## src/rtl/ps2_key_decoder.sv

```systemverilog
// PS/2 Set-2 scan-code decoder: make/break/E0 tracking, 24-key held bitmap, reported-key select.
// Build option KEYDEC_REPEAT_EN: typematic repeats of a held key re-assert key_data and pulse key_valid.
module ps2_key_decoder #(
  parameter int unsigned TIMEOUT_CYCLES = 2_500_000,
  parameter logic [5:0]  NO_KEY         = 6'h3F
) (
  input  logic        CLOCK_50,
  input  logic        resetn,
  input  logic [7:0]  rx_byte,
  input  logic        rx_valid,
  input  logic        rx_err,
  input  logic        clear_all,
  output logic [5:0]  key_data,
  output logic        key_valid,
  output logic [23:0] key_held
);

  localparam int unsigned CNT_W = (TIMEOUT_CYCLES > 2) ? $clog2(TIMEOUT_CYCLES) : 1;
  localparam logic [CNT_W-1:0] CNT_LAST = CNT_W'(TIMEOUT_CYCLES - 1);

  typedef enum logic [1:0] {S_IDLE, S_BRK, S_EXT, S_EXT_BRK} state_t;

  state_t             r_state, w_state_nxt;
  logic [CNT_W-1:0]   r_cnt, w_cnt_nxt;
  logic [23:0]        r_key_held, w_held_nxt, w_held_brk;
  logic [5:0]         r_key_data, w_data_nxt;
  logic               r_key_valid, w_valid_nxt;
  logic               w_hit;
  logic [5:0]         w_idx;

  // Set-2 make code to note index; bit 6 flags a mapped code.
  function automatic logic [6:0] map_code(input logic [7:0] b);
    case (b)
      8'h1C: map_code = {1'b1, 6'd0};
      8'h1B: map_code = {1'b1, 6'd1};
      8'h23: map_code = {1'b1, 6'd2};
      8'h2B: map_code = {1'b1, 6'd3};
      8'h34: map_code = {1'b1, 6'd4};
      8'h33: map_code = {1'b1, 6'd5};
      8'h3B: map_code = {1'b1, 6'd6};
      8'h1D: map_code = {1'b1, 6'd7};
      8'h24: map_code = {1'b1, 6'd8};
      8'h2C: map_code = {1'b1, 6'd9};
      8'h35: map_code = {1'b1, 6'd10};
      8'h3C: map_code = {1'b1, 6'd11};
      8'h42: map_code = {1'b1, 6'd12};
      8'h4B: map_code = {1'b1, 6'd13};
      8'h4C: map_code = {1'b1, 6'd14};
      8'h52: map_code = {1'b1, 6'd15};
      8'h1A: map_code = {1'b1, 6'd16};
      8'h22: map_code = {1'b1, 6'd17};
      8'h21: map_code = {1'b1, 6'd18};
      8'h44: map_code = {1'b1, 6'd19};
      8'h4D: map_code = {1'b1, 6'd20};
      8'h5B: map_code = {1'b1, 6'd21};
      8'h16: map_code = {1'b1, 6'd22};
      8'h1E: map_code = {1'b1, 6'd23};
      default: map_code = {1'b0, 6'd0};
    endcase
  endfunction

  // Lowest held index, or NO_KEY when the bitmap is empty.
  function automatic logic [5:0] lowest_idx(input logic [23:0] h);
    lowest_idx = NO_KEY;
    for (int i = 23; i >= 0; i--) begin
      if (h[i]) lowest_idx = 6'(i);
    end
  endfunction

  always_ff @(posedge CLOCK_50 or negedge resetn) begin
    if (!resetn) begin
      r_state     <= S_IDLE;
      r_cnt       <= '0;
      r_key_held  <= '0;
      r_key_data  <= NO_KEY;
      r_key_valid <= 1'b0;
    end else begin
      r_state     <= w_state_nxt;
      r_cnt       <= w_cnt_nxt;
      r_key_held  <= w_held_nxt;
      r_key_data  <= w_data_nxt;
      r_key_valid <= w_valid_nxt;
    end
  end

  // Priority: clear_all, then rx_err, then rx_valid, then prefix timeout.
  always_comb begin
    w_state_nxt = r_state;
    w_cnt_nxt   = r_cnt;
    w_held_nxt  = r_key_held;
    w_data_nxt  = r_key_data;
    w_valid_nxt = 1'b0;
    {w_hit, w_idx} = map_code(rx_byte);
    w_held_brk  = r_key_held & ~(24'(1) << w_idx);

    if (clear_all) begin
      w_state_nxt = S_IDLE;
      w_cnt_nxt   = '0;
      w_held_nxt  = '0;
      w_data_nxt  = NO_KEY;
      w_valid_nxt = (r_key_data != NO_KEY);
    end else if (rx_err) begin
      w_state_nxt = S_IDLE;
      w_cnt_nxt   = '0;
    end else if (rx_valid) begin
      w_cnt_nxt = '0;
      case (r_state)
        S_IDLE: begin
          if (rx_byte == 8'hF0) begin
            w_state_nxt = S_BRK;
          end else if (rx_byte == 8'hE0) begin
            w_state_nxt = S_EXT;
          end else if (w_hit) begin
            if (!r_key_held[w_idx]) begin
              w_held_nxt[w_idx] = 1'b1;
              w_data_nxt  = w_idx;
              w_valid_nxt = 1'b1;
            end else begin
`ifdef KEYDEC_REPEAT_EN
              w_data_nxt  = w_idx;
              w_valid_nxt = 1'b1;
`else
              w_data_nxt  = r_key_data;
`endif
            end
          end
        end
        S_BRK: begin
          w_state_nxt = S_IDLE;
          if (w_hit) begin
            w_held_nxt = w_held_brk;
            if (r_key_data == w_idx) begin
              w_data_nxt  = lowest_idx(w_held_brk);
              w_valid_nxt = 1'b1;
            end
          end
        end
        S_EXT:     w_state_nxt = (rx_byte == 8'hF0) ? S_EXT_BRK : S_IDLE;
        S_EXT_BRK: w_state_nxt = S_IDLE;
        default:   w_state_nxt = S_IDLE;
      endcase
    end else if (r_state != S_IDLE) begin
      if (r_cnt == CNT_LAST) begin
        w_state_nxt = S_IDLE;
        w_cnt_nxt   = '0;
      end else begin
        w_cnt_nxt = r_cnt + CNT_W'(1);
      end
    end
  end

  assign key_data  = r_key_data;
  assign key_valid = r_key_valid;
  assign key_held  = r_key_held;

endmodule

```

## config.mk

```make
export PLATFORM = sky130hd
export DESIGN_NAME = ps2_key_decoder
export DESIGN_NICKNAME = d
export VERILOG_FILES = /design/src/rtl/ps2_key_decoder.sv
export SDC_FILE = /design/constraint.sdc
export NUM_CORES = 1
export LEC_CHECK = 0
export CAP_MARGIN = 20
export CORE_MARGIN = 2
export CORE_UTILIZATION = 50
export CTS_CLUSTER_DIAMETER = 50
export CTS_CLUSTER_SIZE = 8
export DETAILED_ROUTE_END_ITERATION = 16
export DONT_BUFFER_PORTS = 1
export PLACE_DENSITY = 0.73
export SETUP_SLACK_MARGIN = 0.05
export SLEW_MARGIN = 10
export SYNTH_ARGS = -nofsm -noshare
export SYNTH_HDL_FRONTEND = slang
export SYNTH_SLANG_ARGS = --single-unit
```

## constraint.sdc

```tcl
create_clock -name CLOCK_50 -period 2.5 [get_ports CLOCK_50]
set_input_delay 0 -clock CLOCK_50 [delete_from_list [all_inputs] [get_ports CLOCK_50]]
set_output_delay 0 -clock CLOCK_50 [all_outputs]
set_load 0.03 [all_outputs]
```

==> reports/metrics.yaml, run 1 <==
status:
  outcome: "completed"
worst_hold_path:
  min_to: "key_data[3]$_DFFE_PN1P_"
  min_path_type: "input pin to register"
  whs_path_depth: 2
  worstHoldStart: "clear_all"
sta:
  fin_crit_sh_pct: 97.0
  setup_slack_ns: 0.0752
  grt_setup_unrepaired: "true"
  drv_slew: 0
  worst_pin_slew_ns: 0.528
  hold_viol: 0
  setup_violations: 0
  fin_crit_ns: 2.42
  skew_ns: 0.00933
  worst_hold_slack_ns: 0.00158
  timing.fmax_ghz: 0.412
  slew_headroom_pct: 64.7
  setup_tns_ns: 0
clock_tree:
  clkSinkCount: 55
  cts_buffers: 5
  clock_latency_ns: 0.33
  clkSlewWorstSetupHoldPaths_ns: 0.11
  cts_tree: "done"
  cts-root-buf: "clkbuf_8"
  cts_max_path_buffers: 2
  cts_max_level: 2
synthesis:
  synth-edff-count: 0
  synthArstFlopShare_pct: 100
  synthFlopType: "dfrtp_1"
  yosysSeqAreaShare_pct: 32.7
  syn-instance-count: 512
  synth_largest_area_cell: "dfrtp_1"
  yosysWarnings: 0
  synthTopCellsByArea: "dfrtp_1 (29%), nand2_1 (5.8%), nor2_1 (3.8%)"
  yosysUniqueCellTypes: 73
  synth-seq-cells: 55
  syn_area_mm2: 0.00423
  synth.top_cell.area_share_pct: 29.0
  synth_fp_nets: 526
  syn_area_per_cell_um2: 8.27
critical_path:
  crit_family: "compound AO/OA/AOI/OAI gates"
  critPathKind: "input pin to register"
  slowest_stage: "nor4b_2"
  worstSetupStartpointType: "input pin"
  endpoint_kind: "register"
  cpPeakStageDelay_ns: 0.51
  cpMostUsedCell: "o21ai_0"
  r2r-start: "key_held[21]$_DFFE_PN0P_"
  rr_worst_depth: 9
  cp.arrival_ns: 2.66
  regToRegSetupSlack_ns: 0.12
  worstPathRequired_ns: 2.74
  critPathBufInv: 1
  path_cells: "nor4b_2 > nand4_1 > buf_4 > a21boi_0 > o21ai_0 > a31oi_1 > o31ai_1 > o21ai_0 > a22oi_1 > a31o_2 > a311oi_1"
  crit_fanout: 10
  rr_endpoint: "key_data[1]$_DFFE_PN1P_"
detailed_routing:
  avgViaCountPerCell: 6.54
  wirelength_um: 14200
  drc_errors: 0
  avgRoutedWirePerCell_um: 20.2
  drtIter0Drc: 392
  antenna_left: 0
  drt_first_pass_iters: 5
  via_count: 4597
floorplanning:
  die_h_um: 96.0
  fp.dieArea_mm2: 0.00922
  ios: 44
  core_area_mm2: 0.00822
  start_util_pct: 51.5
  die_w_um: 96.0
  fp-row-count: 33
placement:
  place_congestion: 0.992
  io_buffers: 0
  dpl_cell_area_mm2: 0.00498
  preCtsSetupSlack_ns: -0.381
  dpl.cell_count: 676
  hpwlAfterDp_um: 10100
grt:
  grt_util_all_layers_pct: 31.3
  grt_pass1_wl_um: 22300
  antenna_found_initial: 0
  grt_overflow_total: 0
  grt_max_degree: 56
  grt_pass1_vias: 4477
finish:
  drive_gt1_share_pct: 26.8
  diodes: 0
  final_area_mm2: 0.00537
  finalNetCount: 611
  fin_cells: 703
  nFillCells: 677
  layout_commonest_cell: "buf_4"
  fin_util_pct: 65.3
  syn_to_final_growth_pct: 26.8
  final_cell_mix: "buf_4 (90), nand2_1 (65), dfrtp_1 (49)"
run:
  cap_violations: 0
pwr:
  power_density_mw_per_mm2: 326
  total_power_mw: 1.75
  ir_drop_mv: 0.215
  p_leak_nw: 2.23
-- flip-flops by register name, indices dropped and copies added (netlist names) --
name / flops
key_data: 6
key_held: 24
key_valid: 1
r_cnt: 22
r_state: 2
-- cells by family after synthesis --
group	count (synthesis)	share of synthesized area, %
AOI/OAI and AO/OA	139	23.7
xor gates and xnor gates	18	3.72
adders and majority gates	1	0.296
buffers and inverters	35	3.69
DFF	55	32.7
muxes	12	2.90
and+or+nand+nor	252	33.0
-- worst max path at each step --
stage / start / endpoint / slack [ns] / cells after the start
finish: rx_byte[7] / key_data[1]$_DFFE_PN1P_ / 0.08 / 11
global placement: rx_byte[0] / key_held[7]$_DFFE_PN0P_ / -0.31 / 11
CTS: rx_byte[0] / key_data[4]$_DFFE_PN1P_ / 0.06 / 12
floorplan: rx_byte[6] / key_held[12]$_DFFE_PN0P_ / -0.27 / 13
global route: rx_byte[1] / key_held[7]$_DFFE_PN0P_ / -0.02 / 12
detailed placement: rx_byte[0] / key_data[4]$_DFFE_PN1P_ / -0.38 / 12
-- where the power goes --
part           total (mW)  leakage (nW)  switching [mW]  internal, mW
registers           0.918         0.747          0.0173         0.900
logic               0.286          1.44           0.165         0.122
clock network       0.544        0.0418           0.341         0.203
-- Yosys cell counts, drive strengths merged, types with 3 or more instances --
library cell / number
a211o: 4
a21oi: 23
a22o: 5
a22oi: 6
a311oi: 3
a31o: 4
a31oi: 8
a41oi: 5
and2: 9
and3: 10
and3b: 5
buf: 14
clkbuf: 14
dfrtp: 49
dfstp: 6
inv: 7
mux2i: 10
nand2: 66
nand2b: 10
nand3: 22
nand4: 15
nor2: 43
nor2b: 8
nor3: 17
nor3b: 8
nor4: 13
nor4b: 5
nor4bb: 4
o211ai: 6
o21ai: 30
o22ai: 4
o2bb2ai: 17
o32ai: 5
or2: 3
or3: 5
xnor2: 5
xor2: 13
-- what timing repair did --
action                                 in CTS  in global routing
buffers inserted                            0                  7
hold buffers                               12                  0
endpoints found under the hold margin      87                  0
resized for setup                           1                 18
pin swaps                                   4                 15
gates cloned                                0                  0
setup endpoints to repair                   8                 23
-- per-layer routing --
metal,track usage [%],up-vias,wire [µm]
met4,15.5,0,672
li1,-,2104,-
met2,51.2,231,6840
met5,0,-,0
met1,39.4,2213,5600
met3,6.03,49,1070
-- worst reg2reg max path, cell delays in order (launching register included) --
cell	delay, ns
dfrtp_1	0.39
a21bo_2	0.21
a21boi_0	0.22
o21ai_0	0.15
a31oi_1	0.30
o31ai_1	0.12
o21ai_0	0.19
a22oi_1	0.15
a31o_2	0.28
a311oi_1	0.28
-- layout make-up --
type / instances / area, µm² / area share (%)
multi-input cells: 422 / 2860 / 53.3
clock inverters: 2 / 16.3 / 0.303
flip-flops and latches: 55 / 1380 / 25.8
inverters: 7 / 26.3 / 0.490
well taps: 105 / 131 / 2.45
clock buffers: 6 / 72.6 / 1.35
repair buffers: 106 / 877 / 16.3
Note: power is estimated with default switching activity, not from simulation.
==> run 2: changes to the inputs <==
--- a/config.mk
+++ b/config.mk
@@ -7,12 +7,12 @@
 export LEC_CHECK = 0
 export CAP_MARGIN = 20
 export CORE_MARGIN = 2
-export CORE_UTILIZATION = 50
+export CORE_UTILIZATION = 25
 export CTS_CLUSTER_DIAMETER = 50
 export CTS_CLUSTER_SIZE = 8
 export DETAILED_ROUTE_END_ITERATION = 16
 export DONT_BUFFER_PORTS = 1
-export PLACE_DENSITY = 0.73
+export PLACE_DENSITY = 0.46
 export SETUP_SLACK_MARGIN = 0.05
 export SLEW_MARGIN = 10
 export SYNTH_ARGS = -nofsm -noshare
==> run 2 against run 1 <==
Net effect: cell count grew 18%; clock skew grew 0.0043 ns; utilization shrank 31 points; via count shrank 2.3%; wire length grew 8.8%; critical path depth grew 2; global-route usage shrank 14 points; sequential power is essentially flat; clock power grew 43%; total power grew 14%; clock-buffer cell count shrank 1.
==> reports/metrics.yaml, run 2 (synthesis gave the netlist of run 1 again) <==
status:
  outcome: "completed"
critical_path:
  cpPeakStageDelay_ns: 0.55  # +0.04 ns
  slowest_stage: "or4_4"
  path_cells: "nor4b_4 > buf_4 > nand4_1 > o2111ai_4 > nor2_4 > mux2i_1 > o32ai_1 > or4_4 > buf_4 > nor3_4 > buf_6 > nor4_1 > a311oi_1"
  r2r-start: "key_held[21]$_DFFE_PN0P_"
  cp.arrival_ns: 2.64  # -0.02 ns
  worstPathRequired_ns: 2.72  # -0.02 ns
  worstSetupStartpointType: "input pin"
  endpoint_kind: "register"
  cpMostUsedCell: "buf_4"
  critPathKind: "input pin to register"
  rr_worst_depth: 9  # unchanged
  rr_endpoint: "key_data[1]$_DFFE_PN1P_"
  regToRegSetupSlack_ns: 0.22  # +0.10 ns
  crit_fanout: 13  # +3
sta:
  worst_pin_slew_ns: 0.477  # -0.0515 ns
  grt_setup_unrepaired: "true"
  hold_viol: 0  # unchanged
  slew_headroom_pct: 68.1  # +3.4 points
  fin_crit_sh_pct: 96.7  # -0.26 points
  skew_ns: 0.0136  # +0.00425 ns
  drv_slew: 0  # unchanged
  fin_crit_ns: 2.42  # -0.00640 ns
  timing.fmax_ghz: 0.413  # +0.26%
  setup_tns_ns: 0  # unchanged
  setup_violations: 0  # unchanged
grt:
  grt_overflow_total: 0  # unchanged
  grt_util_all_layers_pct: 17.4  # -14 points
  grt_pass1_vias: 4483  # +0.13%
  grt_max_degree: 56  # unchanged
  antenna_found_initial: 0  # unchanged
  grt_pass1_wl_um: 24400  # +9.6%
floorplanning:
  fp-row-count: 47  # +42%
  die_h_um: 134  # +40%
  start_util_pct: 25.5  # -26 points
  fp.dieArea_mm2: 0.0180  # +95%
  die_w_um: 134  # +40%
  ios: 44  # unchanged
  core_area_mm2: 0.0166  # +100%
clock_tree:
  cts_buffers: 5  # unchanged
  cts_max_level: 2  # unchanged
  clkSlewWorstSetupHoldPaths_ns: 0.08  # -0.03 ns
  cts_max_path_buffers: 2  # unchanged
  clock_latency_ns: 0.32  # about the same
  clkSinkCount: 55  # unchanged
  cts-root-buf: "clkbuf_16"
  cts_tree: "done"
finish:
  nFillCells: 1762  # +160%
  final_cell_mix: "buf_4 (106), nand2_1 (65), dfrtp_1 (49)"
  drive_gt1_share_pct: 28.1  # +1.4 points
  largest_reg_flops: 24  # unchanged
  finalNetCount: 621  # +1.6%
  diodes: 0  # unchanged
  syn_to_final_growth_pct: 32.5
  fin_cells: 828  # +18%
  final_area_mm2: 0.00561  # +4.5%
  layout_commonest_cell: "buf_4"
placement:
  io_buffers: 0  # unchanged
  dpl_cell_area_mm2: 0.00522  # +4.9%
  dpl.cell_count: 804  # +19%
  place_congestion: 0.823  # -17%
  hpwlAfterDp_um: 11400  # +13%
worst_hold_path:
  worstHoldStart: "rx_err"
  whs_path_depth: 3  # +1
  min_path_type: "input pin to register"
  min_to: "r_state[0]$_DFFE_PN0P_"
pwr:
  netSwitchingFraction_pct: 29.0  # -0.92 points
  combinationalPowerShare_pct: 14.8  # -1.6 points
  power_density_mw_per_mm2: 354  # +8.8%
  pwr-share-seq_pct: 46.2  # -6.3 points
  p_switching_mw: 0.576  # +10%
  p_clk_share_pct: 39.1  # +8.0 points
  ir_drop_mv: 0.273  # +27%
  p_leak_nw: 2.34  # +4.9%
  internal-power_mw: 1.41  # +15%
detailed_routing:
  avgRoutedWirePerCell_um: 18.6  # -7.6%
  via_count: 4489  # -2.3%
  wirelength_um: 15400  # +8.8%
  drt_first_pass_iters: 5  # unchanged
  avgViaCountPerCell: 5.42  # -17%
  drtIter0Drc: 345  # -12%
  drc_errors: 0  # unchanged
  antenna_left: 0  # unchanged
run:
  cap_violations: 0  # unchanged
-- run 2: stage by stage --
stage               hold WS, ns  setup WS, ns  utilization [%]  power, mW
detailed placement       -0.291        -0.426             31.5       1.17
floorplan                -0.296        -0.271                -       1.11
CTS                     0.00643        0.0533             33.1       2.00
finish                   0.0200        0.0816             33.8       1.99
global placement         -0.291        -0.431             31.5       1.17
global route             0.0337       -0.0328             33.8       2.07
-- run 2: worst max-delay path by stage --
stage / endpoint / startpoint / depth (start not counted)
floorplan: key_held[12]$_DFFE_PN0P_ / rx_byte[6] / 13
global placement: key_data[3]$_DFFE_PN1P_ / rx_byte[0] / 11
detailed placement: key_data[3]$_DFFE_PN1P_ / rx_byte[4] / 12
CTS: key_data[3]$_DFFE_PN1P_ / rx_byte[5] / 12
global route: key_data[1]$_DFFE_PN1P_ / rx_byte[6] / 13
finish: key_data[1]$_DFFE_PN1P_ / rx_byte[6] / 13
-- run 2: worst max-delay path, delay by kind of cell --
family                 cells  cell delay, ns
and+or+nand+nor            6            1.42
AOI/OAI and AO/OA          3            0.51
buffers and inverters      3            0.50
muxes                      1            0.20
-- run 2: timing repair --
action | in CTS | in global routing
setup buffers | 3 | 6
hold endpoints to repair | 88 | 0
resized for setup | 1 | 15
pin swaps | 6 | 12
hold buffers | 7 | 0
endpoints found under the setup margin | 23 | 30
-- run 2: area by class of cell --
cell class / instances / area [µm²] / share of cell area, %
Clock buffer: 5 / 125 / 2.23
Clock inverter: 3 / 22.5 / 0.401
Inverter: 7 / 26.3 / 0.468
Multi-Input combinational cell: 422 / 2840 / 50.6
Sequential cell: 55 / 1380 / 24.7
Tap cell: 220 / 275 / 4.91
Timing Repair Buffer: 116 / 936 / 16.7
-- run 2: power groups by stage --
stage | Combinational [mW] | Clock [mW] | Sequential [mW]
finish | 0.294 | 0.777 | 0.917
global route | 0.321 | 0.828 | 0.919
CTS | 0.284 | 0.799 | 0.918
detailed placement | 0.234 | 0 | 0.935
global placement | 0.233 | 0 | 0.935
floorplan | 0.173 | 0 | 0.941
-- run 2: routing by layer --
metal | global-route usage (%) | vias up | part of all wire, %
met5 | 0 | - | 0
met4 | 6.14 | 0 | 2.6
met3 | 4.08 | 21 | 5.8
met2 | 29.5 | 115 | 49
met1 | 21.7 | 2224 | 43
li1 | - | 2129 | -
==> run 3: changes to the inputs <==
==> constraint.sdc (replaced) <==
create_clock -name CLOCK_50 -period 2.5 [get_ports CLOCK_50]
set_input_delay 0.25 -clock CLOCK_50 [delete_from_list [all_inputs] [get_ports CLOCK_50]]
set_output_delay 0.25 -clock CLOCK_50 [all_outputs]
set_load 0.03 [all_outputs]
==> run 3 against run 2 <==
Net effect: cell count rose by 1.7%; via count barely moved; wire length rose by 0.95%; the flow now finishes with violations (negative setup slack); clock skew fell by 0.0065 ns; critical path depth rose by 1; non-clock buffer count rose by 14; worst setup slack got worse by 0.20 ns; hold slack improved by 0.054 ns; sequential cell count did not move; clock power fell by 5.7%.
==> reports/metrics.yaml, run 3 (synthesis gave the netlist of run 1 again) <==
status:
  outcome: "complete, but fails checks"
  violations: "negative setup slack"
clock_tree:
  clock_latency_ns: 0.31  # about the same
  cts_tree: "done"
  cts_max_level: 2  # unchanged
  cts_buffers: 5  # unchanged
  cts-root-buf: "clkbuf_16"
  cts_max_path_buffers: 2  # unchanged
  clkSlewWorstSetupHoldPaths_ns: 0.08  # about the same
  clkSinkCount: 55  # unchanged
placement:
  dpl.cell_count: 819  # +1.9%
  place_congestion: 0.857  # +4.1%
  dpl_cell_area_mm2: 0.00533  # +2.2%
  io_buffers: 0  # unchanged
  hpwlAfterDp_um: 11600  # +1.8%
  preCtsSetupSlack_ns: -0.758  # -0.331 ns
floorplanning:
  fp.dieArea_mm2: 0.0180  # unchanged
  core_area_mm2: 0.0166  # unchanged
  die_h_um: 134  # unchanged
  fp-row-count: 47  # unchanged
  ios: 44  # unchanged
  start_util_pct: 25.5  # unchanged
  die_w_um: 134  # unchanged
pwr:
  power_density_mw_per_mm2: 338  # -4.5%
  p_clk_share_pct: 37.6  # -1.5 points
  p_leak_nw: 2.41  # +3.0%
  netSwitchingFraction_pct: 27.2  # -1.8 points
  ir_drop_mv: 0.258  # -5.6%
  pwr-share-seq_pct: 47.1  # +0.9 points
  internal-power_mw: 1.42  # +0.56%
  p_switching_mw: 0.531  # -8.0%
  total_power_mw: 1.95  # -1.9%
  combinationalPowerShare_pct: 15.4  # +0.6 points
finish:
  finalNetCount: 635  # +2.3%
  final_cell_mix: "buf_4 (120), nand2_1 (65), dfrtp_1 (49)"
  final_area_mm2: 0.00577  # +2.8%
  largest_reg_flops: 24  # unchanged
  fin_util_pct: 34.8  # +0.94 points
  diodes: 0  # unchanged
  syn_to_final_growth_pct: 36.2
  regArea_mm2: 0.00138  # unchanged
  drive_gt1_share_pct: 31.4  # +3.2 points
  layout_commonest_cell: "buf_4"
  fin_cells: 842  # +1.7%
  multi_input_area_mm2: 0.00288  # +1.4%
  nFillCells: 1772  # +0.57%
detailed_routing:
  avgRoutedWirePerCell_um: 18.5  # -0.73%
  wirelength_um: 15600  # +0.95%
  drtIter0Drc: 252  # -27%
  wl_met3_um: 722  # -20%
  highest_layer: "met4"
  drc_errors: 0  # unchanged
  via_count: 4487  # -0.045%
  drt_first_pass_iters: 5  # unchanged
  avgViaCountPerCell: 5.33  # -1.7%
  antenna_left: 0  # unchanged
  met2WireLength_um: 7810  # +4.2%
  wl_met1_um: 6680  # +0.54%
critical_path:
  worstSetupStartpointType: "input pin"
  r2r-start: "key_held[21]$_DFFE_PN0P_"
  critPathKind: "input pin to register"
  regToRegSetupSlack_ns: 0.19  # -0.03 ns
  rr_endpoint: "key_data[1]$_DFFE_PN1P_"
  cp.arrival_ns: 2.82  # +0.18 ns
  worstPathRequired_ns: 2.70  # -0.02 ns
  crit_fanout: 16  # +3
  endpoint_kind: "register"
  rr_worst_depth: 9  # unchanged
grt:
  grt_pass1_wl_um: 24700  # +1.3%
  grt_overflow_total: 0  # unchanged
  grt_util_all_layers_pct: 17.7  # +0.28 points
  grt_pass1_vias: 4466  # -0.38%
  antenna_found_initial: 0  # unchanged
  grt_max_degree: 56  # unchanged
sta:
  slew_headroom_pct: 66.4  # -1.7 points
  fin_crit_ns: 2.62  # +0.205 ns
  setup_slack_ns: -0.123  # -0.205 ns
  drv_slew: 0  # unchanged
  timing.fmax_ghz: 0.381  # -7.8%
  skew_ns: 0.00709  # -0.00649 ns
  worst_pin_slew_ns: 0.500  # +0.0229 ns
  setup_violations: 31  # +31
  grt_setup_unrepaired: "true"
  setup_tns_ns: -1.66  # -1.66 ns
  worst_hold_slack_ns: 0.0740  # +0.0539 ns
  fin_crit_sh_pct: 105  # +8.2 points
  hold_viol: 0  # unchanged
run:
  cap_violations: 0  # unchanged
worst_hold_path:
  worstHoldStart: "clear_all"
  min_path_type: "input pin to register"
  whs_path_depth: 1  # -2
  min_to: "key_held[7]$_DFFE_PN0P_"
-- run 3: area by class of cell --
| cell class | count | share of cell area (%) |
|---|---|---|
| inverter | 7 | 0.456 |
| tap | 220 | 4.77 |
| timing repair buffer | 130 | 18.3 |
| clock buffer | 6 | 2.24 |
| multi-input combinational | 422 | 50.0 |
| clock inverter | 2 | 0.304 |
| sequential | 55 | 24.0 |
-- run 3: worst max-delay path: stages --
cell,delay (ns)
nor4b_4,0.28
buf_4,0.18
nand3_4,0.07
o211a_4,0.15
and2_4,0.18
buf_4,0.14
mux2i_1,0.14
o22ai_1,0.09
or4_4,0.59
o21ai_4,0.23
buf_4,0.18
buf_16,0.11
a31oi_1,0.08
o2bb2ai_1,0.13
-- run 3: layer usage --
metal	vias up	global-route usage, %
met5	-	0
li1	2158	-
met4	0	5.79
met1	2204	21.7
met2	99	31.3
met3	26	3.29
-- run 3: repair_timing --
item                       in CTS  in global routing
pin swaps                      17                  5
cloned                          1                  0
gates resized for setup        19                  8
setup buffers                   8                  4
hold endpoints to repair       55                  0
hold buffers                    2                  0
setup endpoints to repair      31                 31
-- run 3: how the worst max path moves through the flow --
stage / start / endpoint / slack (ns) / cells after the start
6_report: rx_byte[4] / key_held[18]$_DFFE_PN0P_ / -0.12 / 14
5_1_grt: rx_byte[5] / key_held[18]$_DFFE_PN0P_ / -0.22 / 13
4_1_cts: rx_byte[5] / key_held[18]$_DFFE_PN0P_ / -0.09 / 13
3_5_place_dp: rx_byte[0] / key_data[3]$_DFFE_PN1P_ / -0.76 / 11
3_3_place_gp: rx_byte[0] / key_data[3]$_DFFE_PN1P_ / -0.77 / 11
2_1_floorplan: rx_byte[6] / key_held[12]$_DFFE_PN0P_ / -0.52 / 13
-- run 3: power by group through the flow --
stage	sequential, mW	clock [mW]	combinational [mW]
2_1_floorplan	0.941	0	0.173
3_3_place_gp	0.935	0	0.240
3_5_place_dp	0.935	0	0.241
4_1_cts	0.917	0.764	0.293
5_1_grt	0.919	0.794	0.324
6_report	0.917	0.733	0.299
